--- src/rtl/gray_codec_pipe.sv ---
`default_nettype none
// ============================================================================
// Module  : gray_codec_pipe
// Brief   : Pipelined valid/ready binary<->Gray converter with Gray-stream
//           single-bit adjacency checking and a saturating error counter.
// Revision: 1.0 - initial release
// ============================================================================
module gray_codec_pipe #(
  parameter int         WIDTH   = 8,
  parameter logic [2:0] EN_CODE = 3'b100,
  parameter int         STAGES  = 2,
  parameter int         CNT_W   = 8
) (
  input  logic             clk_i,
  input  logic             rst_ni,
  input  logic [2:0]       en_i,
  input  logic             mode_i,
  input  logic             valid_i,
  output logic             ready_o,
  input  logic [WIDTH-1:0] data_i,
  output logic             valid_o,
  input  logic             ready_i,
  output logic [WIDTH-1:0] data_o,
  output logic             step_err_o,
  output logic [CNT_W-1:0] err_cnt_o
);

  localparam int               c_PCW     = $clog2(WIDTH + 1);
  localparam logic [c_PCW-1:0] c_ONE_BIT = c_PCW'(1);

  logic [WIDTH-1:0]  r_data [STAGES];
  logic [STAGES-1:0] r_vld;
  logic [STAGES-1:0] r_err;
  logic [WIDTH-1:0]  r_ref;
  logic              r_ref_vld;
  logic [CNT_W-1:0]  r_err_cnt;

  logic [STAGES-1:0] w_adv;
  logic              w_en_ok;
  logic              w_accept;
  logic              w_out_hs;
  logic              w_step_err;
  logic              w_prefix;
  logic [WIDTH-1:0]  w_gray;
  logic [WIDTH-1:0]  w_bin;
  logic [WIDTH-1:0]  w_conv;
  logic [WIDTH-1:0]  w_diff;
  logic [c_PCW-1:0]  w_pop;

  always_comb begin
    w_gray          = '0;
    w_gray[WIDTH-1] = data_i[WIDTH-1];
    for (int i = 0; i < WIDTH - 1; i++) begin
      w_gray[i] = data_i[i] ^ data_i[i+1];
    end
  end

  // Gray->binary is a running XOR from the MSB downwards.
  always_comb begin
    w_prefix = 1'b0;
    w_bin    = '0;
    for (int i = WIDTH - 1; i >= 0; i--) begin
      w_prefix = w_prefix ^ data_i[i];
      w_bin[i] = w_prefix;
    end
  end

  assign w_conv = mode_i ? w_bin : w_gray;
  assign w_diff = data_i ^ r_ref;

  always_comb begin
    w_pop = '0;
    for (int i = 0; i < WIDTH; i++) begin
      w_pop = w_pop + c_PCW'(w_diff[i]);
    end
  end

  // Identical repeats (popcount 0) are errors as well as multi-bit jumps.
  assign w_step_err = mode_i && r_ref_vld && (w_pop != c_ONE_BIT);

  // A stage may load when it is empty or everything downstream moves on.
  always_comb begin
    w_adv           = '0;
    w_adv[STAGES-1] = !r_vld[STAGES-1] || ready_i;
    for (int k = STAGES - 2; k >= 0; k--) begin
      w_adv[k] = !r_vld[k] || w_adv[k+1];
    end
  end

  assign w_en_ok  = (en_i == EN_CODE);
  assign ready_o  = w_en_ok && w_adv[0];
  assign w_accept = valid_i && ready_o;
  assign w_out_hs = r_vld[STAGES-1] && ready_i;

  always_ff @(posedge clk_i) begin
    if (!rst_ni) begin
      r_vld     <= '0;
      r_err     <= '0;
      r_ref     <= '0;
      r_ref_vld <= 1'b0;
      r_err_cnt <= '0;
      for (int k = 0; k < STAGES; k++) begin
        r_data[k] <= '0;
      end
    end else begin
      if (w_adv[0]) begin
        r_vld[0] <= w_accept;
        r_err[0] <= w_accept && w_step_err;
        if (w_accept) begin
          r_data[0] <= w_conv;
        end
      end
      for (int k = 1; k < STAGES; k++) begin
        if (w_adv[k]) begin
          r_vld[k]  <= r_vld[k-1];
          r_err[k]  <= r_err[k-1];
          r_data[k] <= r_data[k-1];
        end
      end
      if (w_accept) begin
        if (mode_i) begin
          r_ref     <= data_i;
          r_ref_vld <= 1'b1;
        end else begin
          r_ref_vld <= 1'b0;
        end
      end
      if (w_out_hs && r_err[STAGES-1] && (r_err_cnt != {CNT_W{1'b1}})) begin
        r_err_cnt <= r_err_cnt + CNT_W'(1);
      end
    end
  end

  assign valid_o    = r_vld[STAGES-1];
  assign data_o     = r_vld[STAGES-1] ? r_data[STAGES-1] : '0;
  assign step_err_o = r_vld[STAGES-1] && r_err[STAGES-1];
  assign err_cnt_o  = r_err_cnt;

endmodule
`default_nettype wire

--- config.mk ---
export PLATFORM = sky130hd
export DESIGN_NAME = gray_codec_pipe
export DESIGN_NICKNAME = d
export VERILOG_FILES = /design/src/rtl/gray_codec_pipe.sv
export SDC_FILE = /design/constraint.sdc
export NUM_CORES = 1
export LEC_CHECK = 0
export CAP_MARGIN = 20
export CORE_ASPECT_RATIO = 1.25
export CORE_MARGIN = 2
export CORE_UTILIZATION = 40
export DETAILED_ROUTE_END_ITERATION = 10
export PLACE_DENSITY = 0.61
export SYNTH_ARGS = -nofsm -noshare
export SYNTH_HDL_FRONTEND = slang
export SYNTH_SLANG_ARGS = --single-unit
--- constraint.sdc ---
create_clock -name clk_i -period 13.1 [get_ports clk_i]
set_input_delay 3.93 -clock clk_i [delete_from_list [all_inputs] [get_ports clk_i]]
set_output_delay 3.93 -clock clk_i [all_outputs]
set_load 0.02 [all_outputs]
==> results_dict.tcl <==
set metrics [dict create \
    gp_congestion 0.797 \
    synth_top_cell_area_share 0.239 \
    drtPass1Iterations 4 \
    overflow 0 \
    worst_slew_pin_slew_ps 756 \
    die_w_um 67.4 \
    hold_viol_final 0 \
    viasPerCell 4.78 \
    fill_cells 465 \
    drc 0 \
    synthTopCellsByArea "edfxtp_1 24%, dfxtp_1 21%, and2_1 6.2%, mux2i_1 5.5%, xor2_1 4.8%" \
    numCtsBuffers 5 \
    grt_usage 0.131 \
    multi_input_area_um2 1010 \
    tns_ps 0 \
    path_max_fanout 4 \
    grt_max_degree 26 \
    area_delta_synth_final_pct 23.1 \
    critPathCaptureType "primary output" \
    clk_root_buffer_cell "clkbuf_8" \
    cp.arrival_ps 5410 \
    netlist_area_um2 2010 \
    p_per_area_nw_per_um2 108 \
    antenna_found_initial 0 \
    grt_pass1_wl_um 5640 \
    diodes 0 \
    slew_viol_final 0 \
    io_buffers 34 \
    reg2reg_depth 13 \
    ant_nets 0 \
    p_leak_uw 0.00102 \
    ys_seq_area_frac 0.448 \
    yosys_warnings 0 \
    worstHoldPathType "flop to flop" \
    status "complete, no violations" \
    cts.repair.resized 0 \
    rsz0062_at_grt "false" \
    clk_latency_ps 290 \
    syn_area_per_cell_um2 10.4 \
    die_h_um 83.3 \
    clockBufferDepth 2 \
    required_ps 9170 \
    max_freq_mhz 107 \
    drt-wirelength-per-cell_um 11.5 \
    drt_iter0_drc 31 \
    hold_buffers 0 \
    vias 1361 \
    fin_crit_ps 9340 \
    postSynthCellCount 193 \
    cts_sinks 37 \
    yosysUniqueCellTypes 40 \
    path_clk_slew_ps 70 \
    place_hpwl_um 2510 \
    grt_pass1_vias 1233 \
    cp-start-kind "primary input" \
    min_period_over_period 0.713 \
    start_util 0.419 \
    synth_edf_count 16 \
    synth_flop_cell "dfxtp_1" \
    design.core.area_um2 4800 \
    holdPathStages 2 \
    postCtsSetupRepairBufs 0 \
    rows 28 \
    synth_area_leader_cell "edfxtp_1" \
    setup_violations 0 \
    maxCapViolations 0 \
    layout-drive-gt1-share 0.0578 \
    crit_type "primary input to primary output" \
    seq_area_um2 901 \
    num_io_pins 35 \
    cts_max_level 2 \
    final_nets 248 \
    die-area_um2 5610 \
    syn_nets 217 \
    synth-async-reset-ratio 0 \
    wl_um 3280 \
    maxSlewHeadroom 0.495 \
    cts_tree "built" \
    ir_drop_v 0.0000751 \
    finClkSkew_ps 4.04 \
    holdWs_ps 462 \
    ys_ff_latch 37 \
]
## registers in the layout, summed over array words and instances, names as in the netlist
register / flops
r_err: 2
r_vld: 2
r_data: 16
err_cnt_o: 8
r_ref_vld: 1
r_ref: 8
## per-stage QoR
step,total power [uW],std cells,util,instance area [um2],setup slack [ps]
6_report,268,285,0.516,2480,3760
5_1_grt,283,285,0.516,2480,3690
4_1_cts,272,285,0.516,2480,3760
3_5_place_dp,174,277,0.492,2360,3780
3_3_place_gp,172,277,0.492,2360,3760
2_1_floorplan,162,193,-,2010,4800
## final timing paths
path	slack, ps	to	startpoint
min reg2reg	460	r_ref_vld	r_ref_vld
min	460	r_ref_vld	r_ref_vld
max	3760	ready_o	ready_i
max reg2reg	9410	r_err[0]	r_ref[0]
## kinds of logic (layout without fill, tap and decap cells)
family                     Yosys count  count (layout)  share of synthesized area
AOI/OAI and AO/OA                   21              21                     0.0672
buffers and inverters               20              52                     0.0510
adders and majority gates            8               8                     0.0647
xor gates and xnor gates            23              23                      0.123
and+or+nand+nor                     72              72                      0.186
muxes                               12              12                     0.0604
DFF                                 37              37                      0.448
## layout by cell type, fill, tap and decap left out, types with 5 or more instances in the layout
cell type / Yosys / layout
dfxtp_1: 21 / 21
and2_1: 20 / 20
xnor2_1: 8 / 8
clkdlybuf4s50_1: 0 / 34
clkbuf_8: 1 / 5
xor2_1: 11 / 11
a21oi_1: 9 / 9
mux2i_1: 11 / 11
edfxtp_1: 16 / 16
nor2_1: 23 / 23
nand2_1: 8 / 8
inv_1: 10 / 10
## power breakdown
group / switching [uW] / leakage, uW / internal (uW)
clock: 41.1 / 0.0000543 / 56.9
combinational: 21.4 / 0.000626 / 21.8
sequential: 1.08 / 0.000342 / 126
total: 63.6 / 0.00102 / 205
## layout make-up
type | count | area share
multi-input cells | 136 | 0.407
clock buffers | 5 | 0.0278
clock inverters | 3 | 0.0187
inverters | 10 | 0.0152
repair buffers | 34 | 0.137
flip-flops and latches | 37 | 0.364
well taps | 60 | 0.0303
## routing by layer
metal / vias to the layer above / global-route usage / part of all wire
met5: - / 0 / 0
li1: 713 / - / -
met2: 29 / 0.200 / 0.49
met3: 5 / 0.0366 / 0.049
met4: 0 / 0.0519 / 0.017
met1: 614 / 0.174 / 0.44
## synth_stat cells (2+ instances only)
library cell	instances
o31ai_1	2
nand3_1	3
ha_1	4
and3_1	4
a211oi_1	2
edfxtp_1	16
nand4_1	3
dfxtp_1	21
nor2_1	23
xnor2_2	2
o211ai_1	2
or4_1	2
xor2_1	11
nand2_1	8
fa_1	4
clkbuf_1	5
nor2b_1	2
mux2i_1	11
a21oi_1	9
inv_1	10
buf_2	2
xnor2_1	8
and2_1	20
nor3_1	3
## critical path, stage by stage
cell and delay [ps]:
clkdlybuf4s50_1 490, nand3b_1 210, and3_1 180, clkdlybuf4s50_1 590
(Power assumes the default switching activity.)
